===== src/rtl/aes_pkg.sv =====
// Shared AES definitions: S-box, GF(2^8) doubling, round count and key-schedule state.
package aes_pkg;

  localparam int NR = 10;
  localparam logic [7:0] RCON_INIT = 8'h01;

  typedef enum logic {
    IDLE,
    EXPAND
  } state_e;

  // Byte b sits at bits [2047-8*b -: 8]; row r holds entries 16r..16r+15.
  localparam logic [2047:0] SBOX_TBL = {
    128'h637c777bf26b6fc53001672bfed7ab76,
    128'hca82c97dfa5947f0add4a2af9ca472c0,
    128'hb7fd9326363ff7cc34a5e5f171d83115,
    128'h04c723c31896059a071280e2eb27b275,
    128'h09832c1a1b6e5aa0523bd6b329e32f84,
    128'h53d100ed20fcb15b6acbbe394a4c58cf,
    128'hd0efaafb434d338545f9027f503c9fa8,
    128'h51a3408f929d38f5bcb6da2110fff3d2,
    128'hcd0c13ec5f974417c4a77e3d645d1973,
    128'h60814fdc222a908846eeb814de5e0bdb,
    128'he0323a0a4906245cc2d3ac629195e479,
    128'he7c8376d8dd54ea96c56f4ea657aae08,
    128'hba78252e1ca6b4c6e8dd741f4bbd8b8a,
    128'h703eb5664803f60e613557b986c11d9e,
    128'he1f8981169d98e949b1e87e9ce5528df,
    128'h8ca1890dbfe6426841992d0fb054bb16
  };

  function automatic logic [7:0] sbox(input logic [7:0] b);
    return SBOX_TBL[2047 - 8 * int'(b) -: 8];
  endfunction

  function automatic logic [7:0] xtime(input logic [7:0] b);
    return {b[6:0], 1'b0} ^ (b[7] ? 8'h1b : 8'h00);
  endfunction

endpackage


===== src/rtl/aes_sub_word.sv =====
// SubWord: four parallel S-box lookups on a 32-bit word, purely combinational.
module aes_sub_word
  import aes_pkg::*;
(
  input  logic [31:0] word_in,
  output logic [31:0] word_out
);

  assign word_out = {sbox(word_in[31:24]), sbox(word_in[23:16]),
                     sbox(word_in[15:8]),  sbox(word_in[7:0])};

endmodule


===== src/rtl/aes_key_expand_128.sv =====
// Iterative AES-128 key schedule: one round key per clock into an 11-entry bank
// with a combinational random-access read port shared by encrypt and decrypt.
//
// Handshake: start is a one-cycle request accepted only while busy=0 (IDLE); once
// accepted busy stays high for NR cycles, done pulses for one cycle as busy falls,
// and key_valid holds from then until the next accepted start or reset.
module aes_key_expand_128
  import aes_pkg::*;
(
  input  logic         clk,
  input  logic         rst_n,
  input  logic         start,
  input  logic [127:0] key_in,
  output logic         busy,
  output logic         done,
  output logic         key_valid,
  input  logic [3:0]   rk_sel,
  output logic [127:0] rk_out
);

  state_e       state_q, state_d;
  logic [3:0]   round_q, round_d;
  logic [7:0]   rcon_q, rcon_d;
  logic         busy_q, busy_d;
  logic         done_q, done_d;
  logic         key_valid_q, key_valid_d;
  logic [127:0] bank_q [0:NR];
  logic [127:0] bank_d [0:NR];

  logic [3:0]   prev_idx;
  logic [127:0] prev_rk;
  logic [31:0]  rot_word;
  logic [31:0]  sub_word;
  logic [31:0]  w0, w1, w2, w3;

  assign prev_idx = round_q - 4'd1;

  always_comb begin
    prev_rk = '0;
    for (int i = 0; i <= NR; i++) begin
      if (prev_idx == 4'(i)) prev_rk = bank_q[i];
    end
  end

  assign rot_word = {prev_rk[23:0], prev_rk[31:24]};

  aes_sub_word u_sub_word (
    .word_in  (rot_word),
    .word_out (sub_word)
  );

  assign w0 = prev_rk[127:96] ^ sub_word ^ {rcon_q, 24'h0};
  assign w1 = prev_rk[95:64]  ^ w0;
  assign w2 = prev_rk[63:32]  ^ w1;
  assign w3 = prev_rk[31:0]   ^ w2;

  always_comb begin
    state_d     = state_q;
    round_d     = round_q;
    rcon_d      = rcon_q;
    busy_d      = busy_q;
    done_d      = 1'b0;
    key_valid_d = key_valid_q;
    bank_d      = bank_q;

    case (state_q)
      IDLE: begin
        if (start) begin
          bank_d[0]   = key_in;
          round_d     = 4'd1;
          rcon_d      = RCON_INIT;
          key_valid_d = 1'b0;
          busy_d      = 1'b1;
          state_d     = EXPAND;
        end
      end
      EXPAND: begin
        for (int i = 1; i <= NR; i++) begin
          if (round_q == 4'(i)) bank_d[i] = {w0, w1, w2, w3};
        end
        rcon_d  = xtime(rcon_q);
        round_d = round_q + 4'd1;
        if (round_q == 4'(NR)) begin
          round_d     = 4'd0;
          done_d      = 1'b1;
          busy_d      = 1'b0;
          key_valid_d = 1'b1;
          state_d     = IDLE;
        end
      end
      default: state_d = IDLE;
    endcase
  end

  always_ff @(posedge clk or negedge rst_n) begin
    if (!rst_n) begin
      state_q     <= IDLE;
      round_q     <= 4'd0;
      rcon_q      <= RCON_INIT;
      busy_q      <= 1'b0;
      done_q      <= 1'b0;
      key_valid_q <= 1'b0;
      bank_q      <= '{default: '0};
    end else begin
      state_q     <= state_d;
      round_q     <= round_d;
      rcon_q      <= rcon_d;
      busy_q      <= busy_d;
      done_q      <= done_d;
      key_valid_q <= key_valid_d;
      bank_q      <= bank_d;
    end
  end

  // Indices 11..15 have no bank entry and read as zero.
  always_comb begin
    rk_out = '0;
    for (int i = 0; i <= NR; i++) begin
      if (rk_sel == 4'(i)) rk_out = bank_q[i];
    end
  end

  assign busy      = busy_q;
  assign done      = done_q;
  assign key_valid = key_valid_q;

endmodule


===== config.mk =====
export PLATFORM = sky130hd
export DESIGN_NAME = aes_key_expand_128
export DESIGN_NICKNAME = d
export VERILOG_FILES = /design/src/rtl/aes_pkg.sv /design/src/rtl/aes_sub_word.sv /design/src/rtl/aes_key_expand_128.sv
export SDC_FILE = /design/constraint.sdc
export NUM_CORES = 2
export LEC_CHECK = 0
export BUFFER_PORTS_ARGS = -buffer_cell sky130_fd_sc_hd__buf_2
export CELL_PAD_IN_SITES_DETAIL_PLACEMENT = 1
export CELL_PAD_IN_SITES_GLOBAL_PLACEMENT = 1
export CORE_MARGIN = 2
export CORE_UTILIZATION = 46
export CTS_BUF_LIST = sky130_fd_sc_hd__clkbuf_16
export DETAILED_ROUTE_END_ITERATION = 10
export PLACE_DENSITY_LB_ADDON = 0.1
export SLEW_MARGIN = 0
export SYNTH_ARGS = -nofsm -noshare
export SYNTH_HDL_FRONTEND = slang
export SYNTH_SLANG_ARGS = --single-unit

===== constraint.sdc =====
create_clock -name clk -period 6.2 [get_ports clk]
set_clock_uncertainty 0.05 [all_clocks]
set_input_delay 0.93 -clock clk [delete_from_list [all_inputs] [get_ports clk]]
set_output_delay 0.93 -clock clk [all_outputs]
set_load 0.005 [all_outputs]

==> results.md, run 1 <==
* Stopping stage: 5_1_grt
* Initial antenna violation count at 102
* Row cnt at 158
* Stop err: [ERROR GRT-0232] Routing congestion too high. Check the congestion heatmap in the GUI.
* Synth Instances at 10300
* Yosys top cell by area: dfrtp_1
* Syn nets at 10500
* CTS Sinks at 1424
* Post-GRT worst EP: bank_q[1026]$_DFFE_PN0P_/D
* Predominant post-synthesis flop cell: dfrtp_1
* DIE HEIGHT at 437 um
* Htree depth at 4
* Worst_ep kind: register data pin
* Setup WS pre-CTS at -0.382 ns
* Pin count of the biggest net entering global routing at 173
* Gr ovfl total at 6
* I/O Pins at 266
* CTS Buf Count at 158
* Syn Area/Cell at 8.39 um^2
* Max clock buf depth at 3
* Die width at 437 um
* Status: did not finish
* Root Driver: clkbuf_16
* Number of synthesized flops with an enable pin at 0
* Final HPWL DP at 357 mm
* Yosys top cell area share at 41.3%
* # port buffers at 265
* Sequential area share after synthesis at 41.3%
* Flops & latches, synth at 1424
* Mapped Area at 86300 um^2
* Async SR Flop Fraction at 100%
* Starting density of the core at 46.4%
* Top cells by area, synth: dfrtp_1 41%, o21ai_0 9.3%, nand2_1 7.9%, a21oi_1 3.7%, mux2_2 3.6%
* Cell variety after synth at 120
* GRT Total Usage at 70.8%
* RD Place Congestion at 1.05
* Synth warnings at 0
[synthesized netlist by cell type, types with 50 or more instances]
master / n
xor2_1: 62
nor3_1: 127
nand2_1: 1814
a21oi_1: 643
dfrtp_1: 1423
mux2i_1: 146
a221oi_1: 96
a211oi_1: 188
o211ai_1: 96
ha_1: 57
xnor2_1: 114
buf_2: 163
nand3_1: 181
mux2_2: 274
a222oi_1: 146
o21ai_0: 1597
o221ai_1: 115
a311oi_1: 50
o22ai_1: 62
a221o_1: 61
nor2_1: 681
buf_1: 75
a31oi_1: 168
clkbuf_1: 712
a22oi_1: 347
[metal layers]
metal,overflow,track usage [%]
met2,1,85.2
met4,3,66.6
met1,0,73.0
met3,2,55.6
met5,0,35.3
[metrics by stage]
stage | hold slack (ns) | cells | cell area [um^2]
3_5_place_dp | 0.429 | 12900 | 94500
2_1_floorplan | 0.411 | 10300 | 86300
4_1_cts | 0.216 | 13200 | 99800
3_3_place_gp | 0.419 | 12900 | 94500
[timing repair]
item                       4_1_cts
setup buffers                    2
gates resized for setup         18
setup endpoints to repair      134
pin swaps                        3
hold buffers                     1
hold endpoints to repair        34
[logic make-up after synthesis]
logic type / count (synthesis) / synth area share, %
compound gates: 4027 / 29.7
simple gates: 3070 / 14.9
flops: 1424 / 41.3
buf+inv: 1072 / 5.33
mux: 437 / 5.70
xor+xnor: 196 / 2.23
fa+ha+maj: 57 / 0.827
==> run 2: changes to the inputs <==
--- a/config.mk
+++ b/config.mk
@@ -6,13 +6,10 @@
 export NUM_CORES = 2
 export LEC_CHECK = 0
 export BUFFER_PORTS_ARGS = -buffer_cell sky130_fd_sc_hd__buf_2
-export CELL_PAD_IN_SITES_DETAIL_PLACEMENT = 1
-export CELL_PAD_IN_SITES_GLOBAL_PLACEMENT = 1
 export CORE_MARGIN = 2
-export CORE_UTILIZATION = 46
-export CTS_BUF_LIST = sky130_fd_sc_hd__clkbuf_16
+export CORE_UTILIZATION = 31
 export DETAILED_ROUTE_END_ITERATION = 10
-export PLACE_DENSITY_LB_ADDON = 0.1
+export PLACE_DENSITY_LB_ADDON = 0.15
 export SLEW_MARGIN = 0
 export SYNTH_ARGS = -nofsm -noshare
 export SYNTH_HDL_FRONTEND = slang
==> results.md, run 2 <==
* Status: finished, violations left
* Failing checks: design-rule violations
* Max_cap viols at 0
* Syn nets at 10500 (unchanged)
* Final slew viol count at 0
* Predominant post-synthesis flop cell: dfrtp_1
* Share of cells above drive strength 1 at 19.0%
* Vias in the first global route at 87200
* Mapped Area at 86300 um^2 (unchanged)
* DIE HEIGHT at 532 um (+22%)
* Post-CTS Setup Repair Bufs at 0 (-2)
* Via density at 6.29
* Via Count at 91500
* Most common cell after layout, fill and taps aside: nand2_1
* R2r worst-path depth at 17
* R2R Setup Slk at 0.06 ns
* Nets@finish at 10900
* Layout overhead on the synthesized area at 20.3%
* Worst Path Class, Setup: reg -> reg
* First-pass GRT wire length at 723 mm
* Hold Fails Final Rpt at 0
* Worst Setup EP: bank_q[661]$_DFFE_PN0P_
* Max reg flops at 1408
* Commonest cells in the netlist: 1814 x nand2_1, 1597 x o21ai_0, 1423 x dfrtp_1
* Largest registers: bank_q x1408, rcon_q x8, round_q x4
* Sequential area share after synthesis at 41.3% (unchanged)
* Most frequent cells in the layout: 1802 x nand2_1, 1592 x o21ai_0, 1418 x dfrtp_1, 879 x buf_4, 662 x nor2_1
* Final setup viols at 0
* Die width at 532 um (+22%)
* Detail Route Antenna Nets at 0
* Flops & latches, synth at 1424 (unchanged)
* DRC at 2
* DIE AREA at 283000 um^2
* Htree depth at 4 (unchanged)
* HP Class: in -> async
* Yosys top cell by area: dfrtp_1
* Max clock buf depth at 4 (+1)
* Crit path max fanout at 24
* CTS tree: done
* Worst reg2reg startpoint: round_q[0]$_DFFE_PN0P_
* Tmin final at 6.14 ns
* Core Util, Final at 37.5%
* Synth warnings at 0 (unchanged)
* Routed WL per cell at 36.0 um
* Worst Setup SP: round_q[0]$_DFFE_PN0P_
* Least-Margin Pin Slew at 1.33 ns
* Async SR Flop Fraction at 100% (unchanged)
* Cell variety after synth at 120 (unchanged)
* Synth Instances at 10300 (unchanged)
* DR pass1 iterations at 11
* Max Fclk at 163 MHz
* Register name with the most flops: bank_q
* Starting DRT DRC Count at 12500
* Fin crit share at 99.0%
* Final HPWL DP at 351 mm (-1.6%)
* CP endpoint kind: flop
* Top cells by area, synth: dfrtp_1 41%, o21ai_0 9.3%, nand2_1 7.9%, a21oi_1 3.7%, mux2_2 3.6%
* Number of synthesized flops with an enable pin at 0 (unchanged)
* Root Driver: clkbuf_16
* CTS Buf Count at 176 (+11%)
* Row cnt at 193 (+22%)
* Startpoint Class: flop
* RD Place Congestion at 0.989 (-6.2%)
* Worst endpoint required time at 6.85 ns
* Pin count of the biggest net entering global routing at 189
* GRT Total Usage at 35.7%
* Most instantiated library cell after synthesis: nand2_1
* Worst R2R End: bank_q[661]$_DFFE_PN0P_
* Initial antenna violation count at 39
* Clock Latency Late Sink at 0.93 ns
* Max-Slew Margin vs Limit at 11.0%
* Routed WL at 524 mm
* Starting density of the core at 31.2% (-15 points)
* CTS clk-pin slew, worst paths at 0.06 ns
* # port buffers at 265 (unchanged)
* Yosys top cell area share at 41.3% (unchanged)
* I/O Pins at 266 (unchanged)
* Core area at 277000 um^2
* Gr ovfl total at 0
* Critical path arrival at 6.79 ns
* Syn Area/Cell at 8.39 um^2 (unchanged)
* CTS Sinks at 1424 (unchanged)
==> run 2: cell counts after synthesis <==
Identical to the previous run, type by type.
==> run 2: per-layer routing <==
layer,global-route usage [%],vias up,wire length [um]
met2,53.1,5749,223000
li1,-,38700,-
met4,20.6,18,35800
met3,8.23,1312,52400
met1,47.4,45800,213000
met5,0,-,114
==> run 2: worst min-delay path by stage <==
stage,startpoint,end,slack (ns),cells after the start
3_5_place_dp,busy$_DFFE_PN0P_,busy$_DFFE_PN0P_,0.42,1
4_1_cts,rst_n,bank_q[460]$_DFFE_PN0P_,0.01,1
2_1_floorplan,bank_q[565]$_DFFE_PN0P_,bank_q[565]$_DFFE_PN0P_,0.41,2
6_report,rst_n,bank_q[332]$_DFFE_PN0P_,0.007,1
5_1_grt,rst_n,bank_q[1368]$_DFFE_PN0P_,0.05,1
3_3_place_gp,busy$_DFFE_PN0P_,busy$_DFFE_PN0P_,0.41,1
==> run 2: timing repair <==
| item | 4_1_cts | 5_1_grt |
|---|---|---|
| endpoints found under the setup margin | 224 | 211 |
| pin swaps | 0 | 1 |
| hold buffers | 0 | 0 |
| hold endpoints to repair | 0 | 0 |
| gates resized for setup | 16 | 33 |
==> run 2: kinds of logic (layout without fill, tap and decap cells) <==
kind of cell,after synthesis,after routing,share of synthesized area [%]
XOR/XNOR,196,196,2.23
other,0,17,0
adder cells (fa/ha/maj),57,57,0.827
AND/OR/NAND/NOR,3070,3070,14.9
buffers and inverters,1072,1628,5.33
multiplexers,437,437,5.70
AO/OA/AOI/OAI,4027,4027,29.7
flip-flops,1424,1424,41.3
==> run 2: layout make-up <==
class	count	area, um^2
Antenna cell	17	42.5
Clock buffer	257	5200
Clock inverter	55	777
Fill cell	28600	173000
Inverter	48	185
Multi-Input combinational cell	7787	46800
Sequential cell	1424	35600
Tap cell	3705	4640
Timing Repair Buffer	1268	10400
==> run 2: per-stage QoR <==
stage	area (um^2)	TNS, ns	std cells	hold WS, ns	setup slack [ns]
after global routing	104000	-0.0127	14500	0.0527	-0.0127
final	104000	0	14600	0.00701	0.0607
after global placement	97400	-95.88	14200	0.410	-1.84
after floorplan	86300	0	10300	0.411	1.05
after detailed placement	97400	-26.00	14200	0.419	-0.277
after CTS	103000	0	14500	0.0123	0.0296
==> run 2: worst max-delay path: stages (launching register included) <==
cell and delay [ns]:
dfrtp_4 0.63, nor2b_2 0.22, buf_4 0.33, a22o_1 0.31
a222oi_1 0.59, buf_4 0.25, a21boi_4 0.13, buf_4 0.26
or3_1 0.49, a21o_1 0.20, o31ai_1 0.13, o221ai_1 0.34
and4_1 0.31, or4_4 0.56, xnor2_4 0.21, buf_12 0.23
xnor3_2 0.49, o21ai_1 0.17
Power of run 2 is not shown: default switching activity piles up to over one toggle a cycle in this logic, so the estimate is an artifact.
